===== src/rtl/orbtrace_sync_pkg.sv =====
// Shared definitions for the multi-channel asynchronous event capture block:
// edge-mode encodings, counter saturation and arm-delay helpers.
package orbtrace_sync_pkg;

  typedef enum logic [1:0] {
    EDGE_BOTH = 2'd0,
    EDGE_RISE = 2'd1,
    EDGE_FALL = 2'd2
  } edge_mode_e;

  localparam int MAX_CNT_W = 32;

  function automatic logic [MAX_CNT_W-1:0] cnt_max(input int width);
    if (width >= MAX_CNT_W) return '1;
    return (MAX_CNT_W'(1) << width) - MAX_CNT_W'(1);
  endfunction

  // True when a counter of the given width sits at all-ones and must hold.
  function automatic logic cnt_saturated(input logic [MAX_CNT_W-1:0] value,
                                         input int width);
    return value == cnt_max(width);
  endfunction

  // Cycles after reset release before channels take their first level.
  function automatic int arm_delay(input int stages, input int filter_len);
    return stages + filter_len;
  endfunction

endpackage


===== src/rtl/sync_filter_chan.sv =====
// One capture channel: synchroniser, run-length glitch filter, edge decode
// and saturating event counter with read-and-clear.
module sync_filter_chan
  import orbtrace_sync_pkg::*;
#(
  parameter int STAGES     = 2,
  parameter int FILTER_LEN = 3,
  parameter int CNT_W      = 8,
  parameter int EDGE_MODE  = 0
) (
  input  logic             clk,
  input  logic             rst,
  input  logic             async_i,
  input  logic             sample_i,
  input  logic             armed_i,
  input  logic             clr_i,
  output logic             level_o,
  output logic             pulse_o,
  output logic [CNT_W-1:0] cnt_o,
  output logic             ovf_o
);

  localparam int RUN_W = (FILTER_LEN > 1) ? $clog2(FILTER_LEN) : 1;
  localparam logic [RUN_W-1:0] RUN_LAST = RUN_W'(FILTER_LEN - 1);
  localparam logic RISE_EN = (EDGE_MODE != int'(EDGE_FALL));
  localparam logic FALL_EN = (EDGE_MODE != int'(EDGE_RISE));

  logic [STAGES-1:0] sync_q, sync_d;
  logic              sync_bit;
  logic              level_q, level_d;
  logic [RUN_W-1:0]  run_q, run_d;
  logic              pulse_q, pulse_d;
  logic [CNT_W-1:0]  cnt_q, cnt_d;
  logic              ovf_q, ovf_d;
  logic              sat;

  assign sync_d   = {sync_q[STAGES-2:0], async_i};
  assign sync_bit = sync_q[STAGES-1];

  always_ff @(posedge clk) begin
    if (rst) begin
      sync_q  <= '0;
      level_q <= 1'b0;
      run_q   <= '0;
      pulse_q <= 1'b0;
      cnt_q   <= '0;
      ovf_q   <= 1'b0;
    end else begin
      sync_q  <= sync_d;
      level_q <= level_d;
      run_q   <= run_d;
      pulse_q <= pulse_d;
      cnt_q   <= cnt_d;
      ovf_q   <= ovf_d;
    end
  end

  // The arming load takes the synchronised level silently, so an input that
  // was already high during reset never looks like an edge.
  always_comb begin
    level_d = level_q;
    run_d   = '0;
    pulse_d = 1'b0;
    if (sample_i) begin
      level_d = sync_bit;
    end else if (armed_i && (sync_bit != level_q)) begin
      if (run_q == RUN_LAST) begin
        level_d = sync_bit;
        pulse_d = sync_bit ? RISE_EN : FALL_EN;
      end else begin
        run_d = run_q + RUN_W'(1);
      end
    end
  end

  assign sat = cnt_saturated(MAX_CNT_W'(cnt_q), CNT_W);

  // A pulse coinciding with a clear belongs to the new counting period.
  always_comb begin
    cnt_d = cnt_q;
    ovf_d = ovf_q;
    if (clr_i) begin
      cnt_d = pulse_q ? CNT_W'(1) : '0;
      ovf_d = 1'b0;
    end else if (pulse_q) begin
      if (sat) begin
        ovf_d = 1'b1;
      end else begin
        cnt_d = cnt_q + CNT_W'(1);
      end
    end
  end

  assign level_o = level_q;
  assign pulse_o = pulse_q;
  assign cnt_o   = cnt_q;
  assign ovf_o   = ovf_q;

endmodule


===== src/rtl/multi_event_sync.sv =====
// N-channel receiver for foreign-domain level/toggle flags: per-channel
// capture pipelines plus a shared arm sequencer and read-and-clear port.
module multi_event_sync
  import orbtrace_sync_pkg::*;
#(
  parameter int CHANNELS   = 4,
  parameter int STAGES     = 2,
  parameter int FILTER_LEN = 3,
  parameter int CNT_W      = 8,
  parameter int EDGE_MODE  = 0,
  localparam int CHAN_W    = (CHANNELS > 1) ? $clog2(CHANNELS) : 1
) (
  input  logic                clk,
  input  logic                rst,
  input  logic [CHANNELS-1:0] async_in,
  output logic [CHANNELS-1:0] level_out,
  output logic [CHANNELS-1:0] event_pulse,
  input  logic                rd_req,
  input  logic [CHAN_W-1:0]   rd_chan,
  output logic                rd_valid,
  output logic [CNT_W-1:0]    rd_data,
  output logic                rd_ovf
);

  localparam int ARM_DELAY = arm_delay(STAGES, FILTER_LEN);
  localparam int ARM_W     = $clog2(ARM_DELAY);
  localparam logic [ARM_W-1:0] ARM_LAST = ARM_W'(ARM_DELAY - 1);

  logic [ARM_W-1:0]    arm_cnt_q, arm_cnt_d;
  logic                armed_q, armed_d;
  logic                arm_load;

  logic [CNT_W-1:0]    cnt_arr [CHANNELS];
  logic [CHANNELS-1:0] ovf_vec;
  logic [CHANNELS-1:0] clr_vec;

  logic [CNT_W-1:0]    sel_cnt;
  logic                sel_ovf;
  logic                rd_valid_q;
  logic [CNT_W-1:0]    rd_data_q, rd_data_d;
  logic                rd_ovf_q, rd_ovf_d;

  always_ff @(posedge clk) begin
    if (rst) begin
      arm_cnt_q <= '0;
      armed_q   <= 1'b0;
    end else begin
      arm_cnt_q <= arm_cnt_d;
      armed_q   <= armed_d;
    end
  end

  always_comb begin
    arm_cnt_d = arm_cnt_q;
    armed_d   = armed_q;
    arm_load  = 1'b0;
    if (!armed_q) begin
      if (arm_cnt_q == ARM_LAST) begin
        armed_d  = 1'b1;
        arm_load = 1'b1;
      end else begin
        arm_cnt_d = arm_cnt_q + ARM_W'(1);
      end
    end
  end

  // An out-of-range rd_chan matches no channel: nothing clears, reply is 0/0.
  for (genvar gi = 0; gi < CHANNELS; gi++) begin : g_chan
    assign clr_vec[gi] = rd_req & (rd_chan == CHAN_W'(gi));

    sync_filter_chan #(
      .STAGES     (STAGES),
      .FILTER_LEN (FILTER_LEN),
      .CNT_W      (CNT_W),
      .EDGE_MODE  (EDGE_MODE)
    ) u_chan (
      .clk      (clk),
      .rst      (rst),
      .async_i  (async_in[gi]),
      .sample_i (arm_load),
      .armed_i  (armed_q),
      .clr_i    (clr_vec[gi]),
      .level_o  (level_out[gi]),
      .pulse_o  (event_pulse[gi]),
      .cnt_o    (cnt_arr[gi]),
      .ovf_o    (ovf_vec[gi])
    );
  end

  always_comb begin
    sel_cnt = '0;
    sel_ovf = 1'b0;
    for (int i = 0; i < CHANNELS; i++) begin
      if (clr_vec[i]) begin
        sel_cnt = cnt_arr[i];
        sel_ovf = ovf_vec[i];
      end
    end
    rd_data_d = rd_data_q;
    rd_ovf_d  = rd_ovf_q;
    if (rd_req) begin
      rd_data_d = sel_cnt;
      rd_ovf_d  = sel_ovf;
    end
  end

  always_ff @(posedge clk) begin
    if (rst) begin
      rd_valid_q <= 1'b0;
      rd_data_q  <= '0;
      rd_ovf_q   <= 1'b0;
    end else begin
      rd_valid_q <= rd_req;
      rd_data_q  <= rd_data_d;
      rd_ovf_q   <= rd_ovf_d;
    end
  end

  // Masking with rst drops a response still pending when reset arrives.
  assign rd_valid = rd_valid_q & ~rst;
  assign rd_data  = rd_data_q;
  assign rd_ovf   = rd_ovf_q;

endmodule


===== config.mk =====
export PLATFORM = sky130hd
export DESIGN_NAME = multi_event_sync
export DESIGN_NICKNAME = d
export VERILOG_FILES = /design/src/rtl/orbtrace_sync_pkg.sv /design/src/rtl/sync_filter_chan.sv /design/src/rtl/multi_event_sync.sv
export SDC_FILE = /design/constraint.sdc
export NUM_CORES = 1
export LEC_CHECK = 0
export CORE_AREA = 2 2 82 84
export CTS_BUF_LIST = sky130_fd_sc_hd__clkbuf_16
export DETAILED_ROUTE_END_ITERATION = 10
export DIE_AREA = 0 0 84 86
export MAX_ROUTING_LAYER = met4
export PLACE_DENSITY_LB_ADDON = 0.12
export SLEW_MARGIN = 20
export SYNTH_ARGS = -nofsm -noshare
export SYNTH_HDL_FRONTEND = slang
export SYNTH_SLANG_ARGS = --single-unit

===== constraint.sdc =====
create_clock -name clk -period 2 [get_ports clk]
set_input_delay 0.6 -clock clk [delete_from_list [all_inputs] [get_ports clk]]
set_output_delay 0.6 -clock clk [all_outputs]
set_load 0.005 [all_outputs]

# Yosys cells after proc, flatten, opt, wreduce, memory -nomap -nowiden
# Index checks and enable logic that the tools add are counted.
[word_totals]
reg_bits = 74
word_cells = 155
inputBits = 9
output_inout_bits = 18
[classes]
reduce_logical = 42
muxes = 43
eq_ne = 20
bitwise_logic = 12
addsub = 9
[ops]
columns = ["cell", "count"]
rows = [
  ["$mux 8", 16],
  ["$add 8x1->8 const B", 4],
  ["$eq 8x8->1 const B", 4],
  ["$mux 1", 27],
  ["$reduce_and 2->1", 13],
  ["$reduce_bool 2->1", 12],
  ["$reduce_or 4->1", 4],
  ["$eq 2x2->1 const B", 6],
  ["$reduce_or 3->1", 4],
  ["$add 2x1->2 const B", 4],
  ["$ne 2x1->1 const B", 4],
  ["$reduce_or 2->1", 4],
  ["$not 1->1", 7],
  ["$and 1x1->1", 5],
  ["$logic_and 1x1->1", 4],
  ["$ne 1x1->1", 4],
  ["$add 3x1->3 const B", 1],
  ["$eq 3x3->1 const B", 1],
  ["$eq 2x1->1 const B", 1],
  ["$logic_not 2->1", 1],
]

# Logic depth before layout (Yosys ltp)
[logic_depth]
ltp_word = 6
mapped_depth = 6
mapped_depth_nobuf = 6

# Modules after synthesis
# From an unflattened synthesis, not the netlist that was laid out.
[hier_totals]
hier_cells = 369
area_unflattened_um2 = 3454.6
[modules_own_cells]
columns = ["module", "instances", "area_each_um2", "seq_area_each_um2", "cells_each"]
rows = [
  ["sync_filter_chan at g_chan[0].u_chan ...", 3, 643.1, 300.3, 69],
  ["multi_event_sync", 1, 883.3, 280.3, 88],
  ["sync_filter_chan at g_chan[3].u_chan", 1, 641.9, 300.3, 74],
]

# Least setup slack after synthesis
# No wires, ideal clock.
[synth_timing]
path_type = "input -> output"
start = "in rst"
end = "out rd_valid"
cell_stages = 3
setup_slack_ns = 0.198
n_path_buf = 2
arrival_time_ns = 1.202
t_required_ns = 1.400
cell_sequence = "clkbuf_1 > clkbuf_1 > nor2b_1"
[synth_between]
elab_chain_cells = 2
[synth_lines]
columns = ["item", "line_no", "rtl"]
rows = [
  ["start: declaration", "multi_event_sync.sv:14", "input logic rst,"],
  ["$not 1->1", "multi_event_sync.sv:120", "assign rd_valid = rd_valid_q & ~rst;"],
  ["$and 1x1->1", "multi_event_sync.sv:120", ""],
  ["end: declaration", "multi_event_sync.sv:20", "output logic rd_valid,"],
]
# No other way between the ends.

# Worst setup path in the final report
[layout_timing]
start = "reg g_chan[2].u_chan.pulse_q"
end = "out event_pulse[2]"
[layout_rtl]
columns = ["item", "line_no", "rtl"]
rows = [
  ["start: declaration", "sync_filter_chan.sv:32", "logic pulse_q, pulse_d;"],
  ["start signal: assignment", "sync_filter_chan.sv:52", "pulse_q <= pulse_d;"],
  ["end: declaration", "multi_event_sync.sv:17", "output logic [CHANNELS-1:0] event_pulse,"],
]
# No word-level cell between the ends.

==> out/qor.yml <==
status: "completed"
avgViaCountPerCell: 5.692
drc_errors: 0
ir_drop_uv: 561.5
critPathLaunchType: "flop"
cts_setup_buffers: 0
grt_max_degree: 38
syn-instance-count: 370
cts_tree: "yes"
grt_use_total_pct: 21.89
arrival_ns: 1.34
clkTransAtPathRegs_ns: 0.06
synth_top_family_by_area: "simple AND/OR/NAND/NOR gates"
hold_slack_ns: 0.4154
grt_pass1_wl_mm: 12.13
io_buffers: 26
synthMuxAreaShare_pct: 8.084
ys_ff_latch: 74
area_growth_pct: 21.78
rsz0062_at_grt: "no"
cap_violations: 0
final-max-slew-violation-count: 0
cp_num_buf_inv: 1
cp.depth: 1
end_kind: "output pin"
synthAdderAreaFrac_pct: 3.743
cts_made_buffers: 9
ctsResizeCount: 4
yosysWarnings: 0
synth-simple-area-share_pct: 22.53
critical_path_class: "flop to output pin"
hold_path.class: "flop to flop"
rows: 29
ant_nets: 0
fmax_ghz: 0.5164
die_area_um2: 7224
gp_congestion: 0.8653
min_period_ns: 1.937
worst_slew_pin_slew_ns: 0.3962
fillers: 533
cts_htree_levels: 3
p_leak_uw: 0.001584
initial_core_util_pct: 53.26
vias: 2755
fin_area_um2: 4071
skew_ns: 0.006172
setup_viol: 0
synth_compound_area_share_pct: 12.80
hold_violations: 0
yosysSeqAreaShare_pct: 44.31
antenna_found_initial: 0
crit_required_ns: 1.40
critPathMaxStageDelay_ns: 0.56
drt_iter0_drc: 134
ios: 27
dp_hpwl_mm: 5.009
final_nets: 421
clkSinkCount: 74
max_slew_margin_pct: 73.41
syn_area_um2: 3343
crit_chain: "clkdlybuf4s50_1"
ff2ff_path_depth: 5
grt.overflow.total: 0
core_area_um2: 6277
cts_hold_buf: 0
clock-root-buffer: "clkbuf_16"
synthArstFlopShare_pct: 0
synth_top_area_share_pct: 44.31
slowest_stage: "clkdlybuf4s50_1"
die_h_um: 86
first_global_vias: 2469
critical_path.top_delay_family: "buffers and inverters"
min_path_cells: 1
insertedDiodeCount: 0
clk_path_buf_depth: 2
p_per_area_nw_per_um2: 930.4
placed_area_um2: 3702
synth_edf_count: 0
synth_xor_area_share_pct: 3.668
clkLatencyLatePin_ns: 0.33
synth_nets: 389
yosys-top-cells-area: "dfxtp_1 (44%), nor2_1 (5.2%), a21oi_1 (4.5%)"
post_drt_wl_per_cell_um: 14.89
path_max_fanout: 7
period_share_pct: 96.83
synth_top_cell_by_area: "dfxtp_1"
setup_tns_ns: 0
drive_gt1_share_pct: 12.04
synthFlopType: "dfxtp_1"
avgSynthCellArea_um2: 9.036
dieWidth_um: 84
ys_types: 46
totalWireLength_mm: 7.209
dr.pass1.iters: 4
worst paths after layout:
path	endpoint	start	slack (ns)
max	event_pulse[2]	g_chan[2].u_chan.pulse_o	0.06
min	g_chan[2].u_chan.run_q[0]	g_chan[2].u_chan.run_q[0]	0.42
max reg2reg	g_chan[1].u_chan.cnt_o[5]	g_chan[1].u_chan.cnt_o[0]	0.39
min reg2reg	g_chan[2].u_chan.run_q[0]	g_chan[2].u_chan.run_q[0]	0.42
report_power, final:
part           internal, µW  switching [µW]
clock network          1360             641
registers              1510            30.9
logic                   119             124
per-layer routing:
metal / up-vias / wire, µm / global-route usage [%]
li1: 1390 / - / -
met1: 1298 / 3489 / 29.60
met2: 55 / 3241 / 32.65
met3: 12 / 341 / 3.080
met4: 0 / 137 / 10.12
met5: - / 0 / -
cell usage after synthesis, drive strengths merged (2+ instances only):
cell and instances:
and4 3, nand2 14, nand4 12, nor3 19, buf 13, xnor2 6, clkbuf 8, and3 8
inv 12, mux2 5, a31oi 3, o22ai 5, o21ai 18, nor2 46, or2 3, o21a 2
mux4 4, o21bai 3, nor2b 11, mux2i 12, dfxtp 74, nor3b 2, a211oi 4, a21oi 30
xor2 8, nand3 13, ha 10, or3 4, nand2b 3, a2bb2oi 3, and3b 2
cell families (layout without fill, tap and decap cells):
| kind of cell | count (synthesis) | count (layout) |
|---|---|---|
| buf+inv | 33 | 70 |
| compound gates | 73 | 73 |
| simple gates | 145 | 145 |
| fa+ha+maj | 10 | 10 |
| xor+xnor | 14 | 14 |
| flops | 74 | 74 |
| mux | 21 | 21 |
sequential cells by signal (all words and copies together) (netlist names):
signal,cells
arm_cnt_q,3
armed_q,1
g_chan.u_chan.cnt_o,32
g_chan.u_chan.level_o,4
g_chan.u_chan.ovf_o,4
g_chan.u_chan.pulse_o,4
g_chan.u_chan.run_q,8
g_chan.u_chan.sync_q,8
rd_data,8
rd_ovf,1
rd_valid_q,1
stage by stage:
stage | total power [µW] | worst slack (ns) | std cells | utilization, %
floorplan | 1732 | 0.1976 | 370 | -
global placement | 1813 | -0.3785 | 468 | 58.98
detailed placement | 1822 | -0.3683 | 468 | 58.98
CTS | 3811 | 0.04441 | 484 | 64.82
global route | 3915 | 0.02331 | 484 | 64.86
finish | 3788 | 0.06342 | 484 | 64.86
cell type report:
class / instances / area, µm² / area share, %
multi-input combinational: 263 / 1702 / 41.79
clock inverter: 7 / 146.4 / 3.596
inverter: 12 / 45.04 / 1.106
timing repair buffer: 42 / 375.4 / 9.219
tap: 77 / 96.34 / 2.366
sequential: 74 / 1481 / 36.39
clock buffer: 9 / 225.2 / 5.532
cells in the final DEF, fill, tap and decap left out, types with 3 or more instances in the layout:
cell / netlist / routed
o21bai_1: 3 / 3
a211oi_1: 4 / 4
and4_1: 3 / 3
and3_1: 7 / 7
a2bb2oi_1: 3 / 3
a21oi_1: 30 / 30
clkdlybuf4s50_1: 0 / 25
clkbuf_16: 0 / 9
buf_4: 9 / 16
nand4_1: 11 / 11
nand3_1: 13 / 13
or3_1: 4 / 4
inv_6: 0 / 3
nand2_1: 14 / 14
o22ai_1: 5 / 5
mux4_2: 3 / 3
xnor2_1: 6 / 6
mux2i_1: 12 / 12
bufinv_16: 0 / 4
dfxtp_1: 74 / 74
xor2_1: 8 / 8
nor3_1: 19 / 19
nor2b_1: 11 / 11
or2_2: 3 / 3
nand2b_1: 3 / 3
inv_1: 12 / 12
mux2_2: 5 / 5
ha_1: 10 / 10
nor2_1: 46 / 45
o21ai_0: 17 / 16
a31oi_1: 3 / 3
Power figures use the tool's default switching activity.
